### src/rtl/gpio_input_filter_if.sv
// gpio_input_filter_if: bundles the pad-side inputs, the static filter
// configuration and the conditioned outputs of gpio_input_filter.
// master = the side that drives pads/configuration (peripheral or bench),
// slave  = the filter itself.
interface gpio_input_filter_if #(
    parameter int IO_COUNT       = 16,
    parameter int DEBOUNCE_WIDTH = 4
);
    logic [IO_COUNT-1:0]       pad_input;
    logic [IO_COUNT-1:0]       filterEnable;
    logic [15:0]               samplePeriod;
    logic [DEBOUNCE_WIDTH-1:0] debounceCount;
    logic [IO_COUNT-1:0]       gpio_filtered;
    logic [IO_COUNT-1:0]       gpio_risingEdge;
    logic [IO_COUNT-1:0]       gpio_fallingEdge;

    modport master (
        output pad_input,
        output filterEnable,
        output samplePeriod,
        output debounceCount,
        input  gpio_filtered,
        input  gpio_risingEdge,
        input  gpio_fallingEdge
    );

    modport slave (
        input  pad_input,
        input  filterEnable,
        input  samplePeriod,
        input  debounceCount,
        output gpio_filtered,
        output gpio_risingEdge,
        output gpio_fallingEdge
    );
endinterface

### src/rtl/gpio_input_filter.sv
// gpio_input_filter: two-flop synchroniser on every pad, shared sample-tick
// prescaler and per-pin debounce counter, producing a glitch-free
// gpio_filtered bus plus optional one-cycle edge pulses.
// Build option: define GPIO_FILTER_EDGE_EN to build the edge-detect register
// and pulse logic; otherwise gpio_risingEdge/gpio_fallingEdge are tied to 0.
// Reset is synchronous and active-high.
module gpio_input_filter #(
    parameter int IO_COUNT       = 16,
    parameter int DEBOUNCE_WIDTH = 4
) (
    input  logic                clk,
    input  logic                rst,
    gpio_input_filter_if.slave  bus
);

    logic [IO_COUNT-1:0]       sync1;
    logic [IO_COUNT-1:0]       sync2;
    logic [IO_COUNT-1:0]       filtered;
    logic [15:0]               tickCounter;
    logic                      sampleTick;
    logic [DEBOUNCE_WIDTH-1:0] stable [IO_COUNT];

    // Two-flop synchroniser; never bypassed, even for unfiltered pins.
    // NOTE: sequential state uses non-blocking assignments so every flop samples pre-edge values.
    always_ff @(posedge clk) begin
        if (rst) begin
            sync1 <= '0;
            sync2 <= '0;
        end else begin
            sync1 <= bus.pad_input;
            sync2 <= sync1;
        end
    end

    // '>=' rather than '==' so a samplePeriod lowered below the running
    // count ticks on the next cycle instead of waiting for a 16-bit wrap.
    assign sampleTick = (tickCounter >= bus.samplePeriod);

    // Shared prescaler: reload to 0 on every tick, otherwise count up.
    always_ff @(posedge clk) begin
        if (rst) begin
            tickCounter <= '0;
        end else if (sampleTick) begin
            tickCounter <= '0;
        end else begin
            tickCounter <= tickCounter + 16'd1;
        end
    end

    // Per-pin bypass or debounce; stable counts consecutive mismatching
    // ticks and is capped at debounceCount, so it can never wrap.
    always_ff @(posedge clk) begin
        if (rst) begin
            filtered <= '0;
            // NOTE: the stability counters are a small register array, not a RAM, and are reset so a partial count never survives reset.
            for (int i = 0; i < IO_COUNT; i++) begin
                stable[i] <= '0;
            end
        end else begin
            for (int i = 0; i < IO_COUNT; i++) begin
                if (!bus.filterEnable[i]) begin
                    filtered[i] <= sync2[i];
                    stable[i]   <= '0;
                end else if (sampleTick) begin
                    if (sync2[i] == filtered[i]) begin
                        stable[i] <= '0;
                    end else if (stable[i] >= bus.debounceCount) begin
                        filtered[i] <= sync2[i];
                        stable[i]   <= '0;
                    end else begin
                        stable[i] <= stable[i] + DEBOUNCE_WIDTH'(1);
                    end
                end
            end
        end
    end

    assign bus.gpio_filtered = filtered;

`ifdef GPIO_FILTER_EDGE_EN
    logic [IO_COUNT-1:0] gpio_filtered_d;

    // One-cycle delayed copy of the filtered bus; cleared by reset together
    // with filtered, so reset never produces an edge pulse.
    always_ff @(posedge clk) begin
        if (rst) begin
            gpio_filtered_d <= '0;
        end else begin
            gpio_filtered_d <= filtered;
        end
    end

    assign bus.gpio_risingEdge  = filtered & ~gpio_filtered_d;
    assign bus.gpio_fallingEdge = ~filtered & gpio_filtered_d;
`else
    assign bus.gpio_risingEdge  = '0;
    assign bus.gpio_fallingEdge = '0;
`endif

endmodule

### src/flat_wrapper.sv
// flat-port wrapper written by rule: the top's interface ports become plain ports
module gpio_input_filter_flat 
#(
    parameter int IO_COUNT       = 16,
    parameter int DEBOUNCE_WIDTH = 4
)
  (clk, rst, bus_pad_input, bus_filterEnable, bus_samplePeriod, bus_debounceCount, bus_gpio_filtered, bus_gpio_risingEdge, bus_gpio_fallingEdge);
  gpio_input_filter_if #(.IO_COUNT(IO_COUNT), .DEBOUNCE_WIDTH(DEBOUNCE_WIDTH)) bus_i ();
  input  logic clk;
  input  logic rst;
  input wire logic [$bits(bus_i.pad_input)-1:0] bus_pad_input;
  input wire logic [$bits(bus_i.filterEnable)-1:0] bus_filterEnable;
  input wire logic [$bits(bus_i.samplePeriod)-1:0] bus_samplePeriod;
  input wire logic [$bits(bus_i.debounceCount)-1:0] bus_debounceCount;
  output wire logic [$bits(bus_i.gpio_filtered)-1:0] bus_gpio_filtered;
  output wire logic [$bits(bus_i.gpio_risingEdge)-1:0] bus_gpio_risingEdge;
  output wire logic [$bits(bus_i.gpio_fallingEdge)-1:0] bus_gpio_fallingEdge;
  assign bus_i.pad_input = bus_pad_input;
  assign bus_i.filterEnable = bus_filterEnable;
  assign bus_i.samplePeriod = bus_samplePeriod;
  assign bus_i.debounceCount = bus_debounceCount;
  assign bus_gpio_filtered = bus_i.gpio_filtered;
  assign bus_gpio_risingEdge = bus_i.gpio_risingEdge;
  assign bus_gpio_fallingEdge = bus_i.gpio_fallingEdge;
  gpio_input_filter #(.IO_COUNT(IO_COUNT), .DEBOUNCE_WIDTH(DEBOUNCE_WIDTH)) u_core (.clk(clk), .rst(rst), .bus(bus_i));
endmodule
### config.mk
export PLATFORM = sky130hd
export DESIGN_NAME = gpio_input_filter_flat
export DESIGN_NICKNAME = d
export VERILOG_FILES = /design/src/rtl/gpio_input_filter_if.sv /design/src/rtl/gpio_input_filter.sv /design/src/flat_wrapper.sv
export SDC_FILE = /design/constraint.sdc
export NUM_CORES = 1
export LEC_CHECK = 0
export CAP_MARGIN = 20
export CORE_ASPECT_RATIO = 0.8
export CORE_MARGIN = 4
export CORE_UTILIZATION = 50
export CTS_CLUSTER_DIAMETER = 100
export DETAILED_ROUTE_END_ITERATION = 10
export PLACE_DENSITY = 0.74
export SLEW_MARGIN = 15
export SYNTH_ARGS = -nofsm -noshare
export SYNTH_HDL_FRONTEND = slang
export SYNTH_SLANG_ARGS = --single-unit
### constraint.sdc
create_clock -name clk -period 7.75 [get_ports clk]
set_input_delay 0.775 -clock clk [delete_from_list [all_inputs] [get_ports clk]]
set_output_delay 0.775 -clock clk [all_outputs]
set_load 0.01 [all_outputs]
# After elaboration in Yosys (flattened, before gate mapping)
# Memory sizes are Yosys's and may differ from the RTL's.
# Cells that the tools add are included.
[op_classes]
magnitude_cmp = 17
reduce_logical = 17
addsub = 17
n_mux = 450
n_eq_ne = 64
bitwise_logic = 64
[ops]
columns = ["op", "n"]
rows = [
  ["1-bit 2-to-1 mux", 386],
  ["4-bit 2-to-1 mux", 64],
  ["4-bit by 1-bit adder with 4-bit output, second input constant", 16],
  ["4-bit >= comparator", 16],
  ["2-bit by 1-bit inequality test with 1-bit output, second input constant", 32],
  ["1-bit OR", 64],
  ["3-bit AND reduction", 16],
  ["2-bit inequality test, second input constant", 16],
  ["16-bit by 1-bit adder with 16-bit output, second input constant", 1],
  ["1-bit equality test", 16],
  ["16-bit >= comparator", 1],
  ["2-bit OR reduction", 1],
]
[totals]
register_bits = 64
out_inout_bits = 48
input_bits = 54
memories = 1
wordCells = 649
ramBits = 64
[memory_table]
columns = ["name", "words", "word_bits", "read_ports", "rd_ports_with_merged_regs", "write_ports", "line", "rtl"]
rows = [
  ["u_core.stable", 16, 4, 16, 0, 16, "gpio_input_filter.sv:21", "logic [DEBOUNCE_WIDTH-1:0] stable [IO_COUNT];"],
]

# Longest topological paths before layout
# An unclocked memory read counts as a cell.
[depth]
ltp_word = 10
mapped_depth = 11
depth_no_buf = 8

# Worst setup path after synthesis
# Ideal clock, no wire load.
[synth_path]
path_kind = "input -> register"
startpoint = "in bus_samplePeriod[14]"
endpoint = "mem u_core.stable[0][0] (enable)"
setup_slack_ns = 4.638
t_required_ns = 7.442
n_path_buf = 3
setup_ns = 0.308
arrival_time_ns = 2.804
path_stages = 11
path_cell_list = "inv_1 ha_1 nand4_2 or3_1 o32a_1 and2_4 buf_6 nor2b_1 clkbuf_1 clkbuf_1 nand2_1"
[synth_lines]
columns = ["element", "line", "rtl"]
rows = [
  ["from (decl)", "flat_wrapper.sv:13", "input wire logic [$bits(bus_i.samplePeriod)-1:0] bus_samplePeriod;"],
  ["to (decl)", "gpio_input_filter.sv:21", ""],
]

==> flow_results.org <==
** CTS
- Clock tree synthesis found a total of roughly 130 sinks.
- In this run, CTS created clock tree buffers numbering 17.
- Clock tree from TritonCTS :: built
- Clock tree synthesis selected as its root buffer the cell clkbuf_16.
- CTS H-tree lvls :: 4
- Post-CTS Repair Setup Buffers :: 0
- After clock tree synthesis, the clock-pin slew on the worst setup and hold paths is 0.05 ns.
- Hold repair after CTS inserted 0 buffers.
- Count of cells resized by post-cts repair :: 0
- Bufs on Longest Clock Path :: 2
- The later pin in the worst-skew pair is clocked with a latency of 0.42 ns.

** STA
- Endpoints failing setup :: 0
- Fmax :: around 0.29 GHz
- Worst slew pin tran :: approximately 0.93 ns
- Setup total negative slack on the finished layout was measured at 0 ns.
- For the finished layout, the period the worst path requires is 3.501 ns.
- Setup repair after global routing missed its margin :: false
- Relative slew slack :: 37.74%
- Share of the cycle needed by the critical path after routing :: a little under half
- The number of hold violations in the final report was 0.
- The final count of pins violating max slew came to 0.
- Worst clock skew :: between 0.01 and 0.015 ns

** Global routing
- Sum of overflow across all layers after global routing :: 0
- Global routing consumed, on the met3 layer, 4.349% of the routing resources.
- Across every metal layer, demand over resource in global routing totals 18.77%.
- The via count of the first global-routing pass came to about 5,400.
- First-pass GRT wire length :: about 26 mm
- Largest net degree at the start of global routing :: between 80 and 90
- Global route hottest layer :: met2
- Met1 demand-to-capacity share in global routing :: between 20% and 30%
- Fraction of met2 tracks used by global routing :: 31.37%
- The initial antenna violation count is 0.

** Route
- The final route contains between 5,000 and 6,000 vias.
- For this block, the initial DRC count from the detailed router was about 260.
- Via count normalized by instance count :: roughly 5.2
- For this run, the detailed router's first-pass iteration total came to 5.
- Routed Wire Length :: approximately 15 mm
- Residual DRC count :: 0
- Routed len/inst :: 15.00 um
- In this run the remaining antenna-violating nets after routing total 0.

** Logic synthesis
- Cell area after synthesis :: approximately 7600 sq um
- Share of the synthesized area in the top cell type :: roughly 25%
- Simple-gate area share of the yosys netlist :: a little over a fifth
- Post-Synth XOR/XNOR Area :: under 10%
- By area, the combinational part of the netlist is dominated by simple AND/OR/NAND/NOR gates.
- The commonest cells after synthesis are ha_1, nor2_1, dfxtp_1, edfxtp_1, inv_1.
- Counting flops with an async set or reset pin after synthesis yields a share of 0%.
- Counting flops and latches in the post-synthesis netlist gives between 100 and 150.
- Dominant cell by count in the synthesized netlist :: ha_1
- Multiplexer share of the synthesized area :: 0%
- Number of enable flip-flop cells after synthesis :: 64
- Synth warn :: 0
- The largest total area in the synthesized netlist belongs to edfxtp_1.
- Synth cell types :: 35
- Seq/Total Area, Yosys :: between 40% and 50%
- Compound-gate portion of the synthesized area :: around 6.5%
- Dividing the synthesized area by the synthesized cell count gives about 10 sq um.
- In the synthesized netlist the dominant register cell turns out to be edfxtp_1.
- By area the synthesized netlist is led by edfxtp_1, dfxtp_1, ha_1, xor2_1, nor2_1.
- Summing the areas of all fa, ha and maj instances in the mapped netlist gives 16.07% of the synthesized area.
- Post-synthesis cell count :: 754

** Power and ir drop
- VDD sags by at most 0.1422 mV.
- The analysis attributes to cell leakage a power of just over 4 nW.
- Post-route total power :: around 1.8 mW
- Power Dens Cells :: a little under 200 nW/um^2

** Run
- Across the run, the number of max-cap violations was 0.

** Critical path
- Library cell contributing the largest single delay on the critical path :: a2111oi_0
- Max incr delay on CP :: about 0.47 ns
- Data on the critical path arrives at its endpoint at between 3 and 4 ns.
- Source of the critical timing path :: bus_samplePeriod[0]
- Critical register-to-register path startpoint :: u_core.tickCounter[0]$_SDFF_PP0_
- The worst setup path is captured at a register.
- The worst setup path is launched from a primary input.
- Of all nets on the critical path, the largest fanout is 34.
- Logic depth of the worst register-to-register path :: 9
- At the worst endpoint, the required time is approximately 7.9 ns.
- The critical path is of the primary input to register type.
- Endpoint of the most critical register-to-register path :: u_core.stable[0][62]$_SDFFCE_PP0P_
- R2R setup slack :: roughly 4.5 ns
- The critical path goes through clkdlybuf4s50_1 > ha_1 > nand2b_1 > a2111oi_0 > o32a_1 > and2_4 > nor2b_1 > buf_4 > nand2_1.

** Floorplan
- Die W :: around 150 um
- For this configuration, the core starts out at a cell density of around half.
- After floorplanning, the core was divided into 39 placement rows.
- For this design the top-level I/O count stands at 102.
- The die is 117.9 um tall.
- Area inside the core boundary :: between 10,000 and 15,000 sq um
- Die outline area :: approximately 17,000 sq um

** Final layout
- 0 antenna diodes ended up in the layout.
- The area growth from synthesis to layout is 18.01%.
- Proportion of layout cells with a drive suffix above 1 :: 4.768%
- For this run, the post-layout net count is 977.

** Hold path
- Hold Path End :: u_core.sync2[10]$_SDFF_PP0_
- The worst hold path begins at u_core.sync1[10]$_SDFF_PP0_.
- Counting instances, the worst hold path has a depth of 1.
- The min-delay analysis places its worst path in the category register to register.

** Placed design
- Final weighted congestion in routability-driven placement :: 0.7686
- Port buffering added just under 70 buffers.
- Once detailed placement completed, the half-perimeter wirelength came to between 10 and 15 mm.

** Status
- The run finished with clean final reports.
-- per-stage QoR --
| step | util (%) | worst slack, ns | hold slack, ns | area [sq um] | cells |
|---|---|---|---|---|---|
| floorplan | - | 4.638 | 0.4138 | 7669 | 785 |
| global placement | 56.97 | 3.889 | 0.4215 | 8284 | 991 |
| detailed placement | 56.97 | 3.768 | 0.4204 | 8284 | 991 |
| CTS | 61.29 | 4.216 | 0.4329 | 8912 | 1023 |
| global route | 61.29 | 3.902 | 0.4452 | 8912 | 1023 |
| finish | 61.29 | 4.249 | 0.4305 | 8912 | 1023 |
-- area by class of cell --
| cell class | count | area (sq um) |
|---|---|---|
| clock buffer | 22 | 539.3 |
| timing repair buffer | 72 | 708.2 |
| fill | 1158 | 5629 |
| clock inverter | 10 | 88.84 |
| inverter | 53 | 198.9 |
| sequential | 128 | 3203 |
| tap | 184 | 230.2 |
| multi-input combinational | 554 | 3944 |
-- power breakdown --
part | switching, mW | internal [mW] | leakage [nW] | total, mW
Combinational | 0.0874 | 0.0857 | 2.57 | 0.173
Sequential | 0.0224 | 0.737 | 1.24 | 0.759
Clock | 0.292 | 0.526 | 0.314 | 0.818
Total | 0.401 | 1.35 | 4.12 | 1.75
-- per-layer routing --
| metal | vias up | wire length, um | part of all wire (%) |
|---|---|---|---|
| met5 | - | 0 | 0 |
| met4 | 0 | 265 | 1.7 |
| met3 | 21 | 729 | 4.8 |
| met2 | 142 | 7484 | 49 |
| met1 | 2490 | 6864 | 45 |
| li1 | 2705 | - | - |
-- logic make-up (layout without fill, tap and decap cells) --
| family | count (synthesis) | in the layout |
|---|---|---|
| AND/OR/NAND/NOR | 285 | 285 |
| AO/OA/AOI/OAI | 78 | 78 |
| XOR/XNOR | 62 | 62 |
| buffers and inverters | 103 | 157 |
| adder cells (fa/ha/maj) | 97 | 97 |
| flip-flops | 128 | 128 |
| other | 1 | 32 |
-- worst max-delay path: cells and delay by family --
family / cells / cell delay [ns]
and+or+nand+nor: 4 / 1.11
AOI/OAI and AO/OA: 2 / 0.75
buffers and inverters: 2 / 0.72
adders and majority gates: 1 / 0.28
-- registers in the layout (all words and copies together), names as in the netlist --
signal,flops
u_core.stable,64
u_core.bus.gpio_filtered,16
u_core.sync1,16
u_core.sync2,16
u_core.tickCounter,16
-- how the worst max path moves through the flow --
stage / cells past startpoint / slack (ns) / end
2_1_floorplan: 11 / 4.64 / u_core.stable[0][0]$_SDFFCE_PN0P_
6_report: 9 / 4.25 / u_core.stable[0][62]$_SDFFCE_PP0P_
5_1_grt: 9 / 3.90 / u_core.stable[0][50]$_SDFFCE_PP0P_
3_3_place_gp: 9 / 3.89 / u_core.stable[0][55]$_SDFFCE_PP0P_
4_1_cts: 9 / 4.22 / u_core.stable[0][48]$_SDFFCE_PP0P_
3_5_place_dp: 9 / 3.77 / u_core.stable[0][59]$_SDFFCE_PP0P_
-- cells in the final DEF (no fill, tap or decap), drive strengths merged, types with 33 or more instances in the layout --
| cell type | count |
|---|---|
| a21o | 33 |
| a21oi | 39 |
| clkdlybuf4s50 | 68 |
| dfxtp | 64 |
| edfxtp | 64 |
| ha | 97 |
| inv | 57 |
| nand2 | 37 |
| nand3 | 38 |
| nor2 | 81 |
| nor2b | 33 |
| xor2 | 43 |
Note: power is estimated with default switching activity, not from simulation.
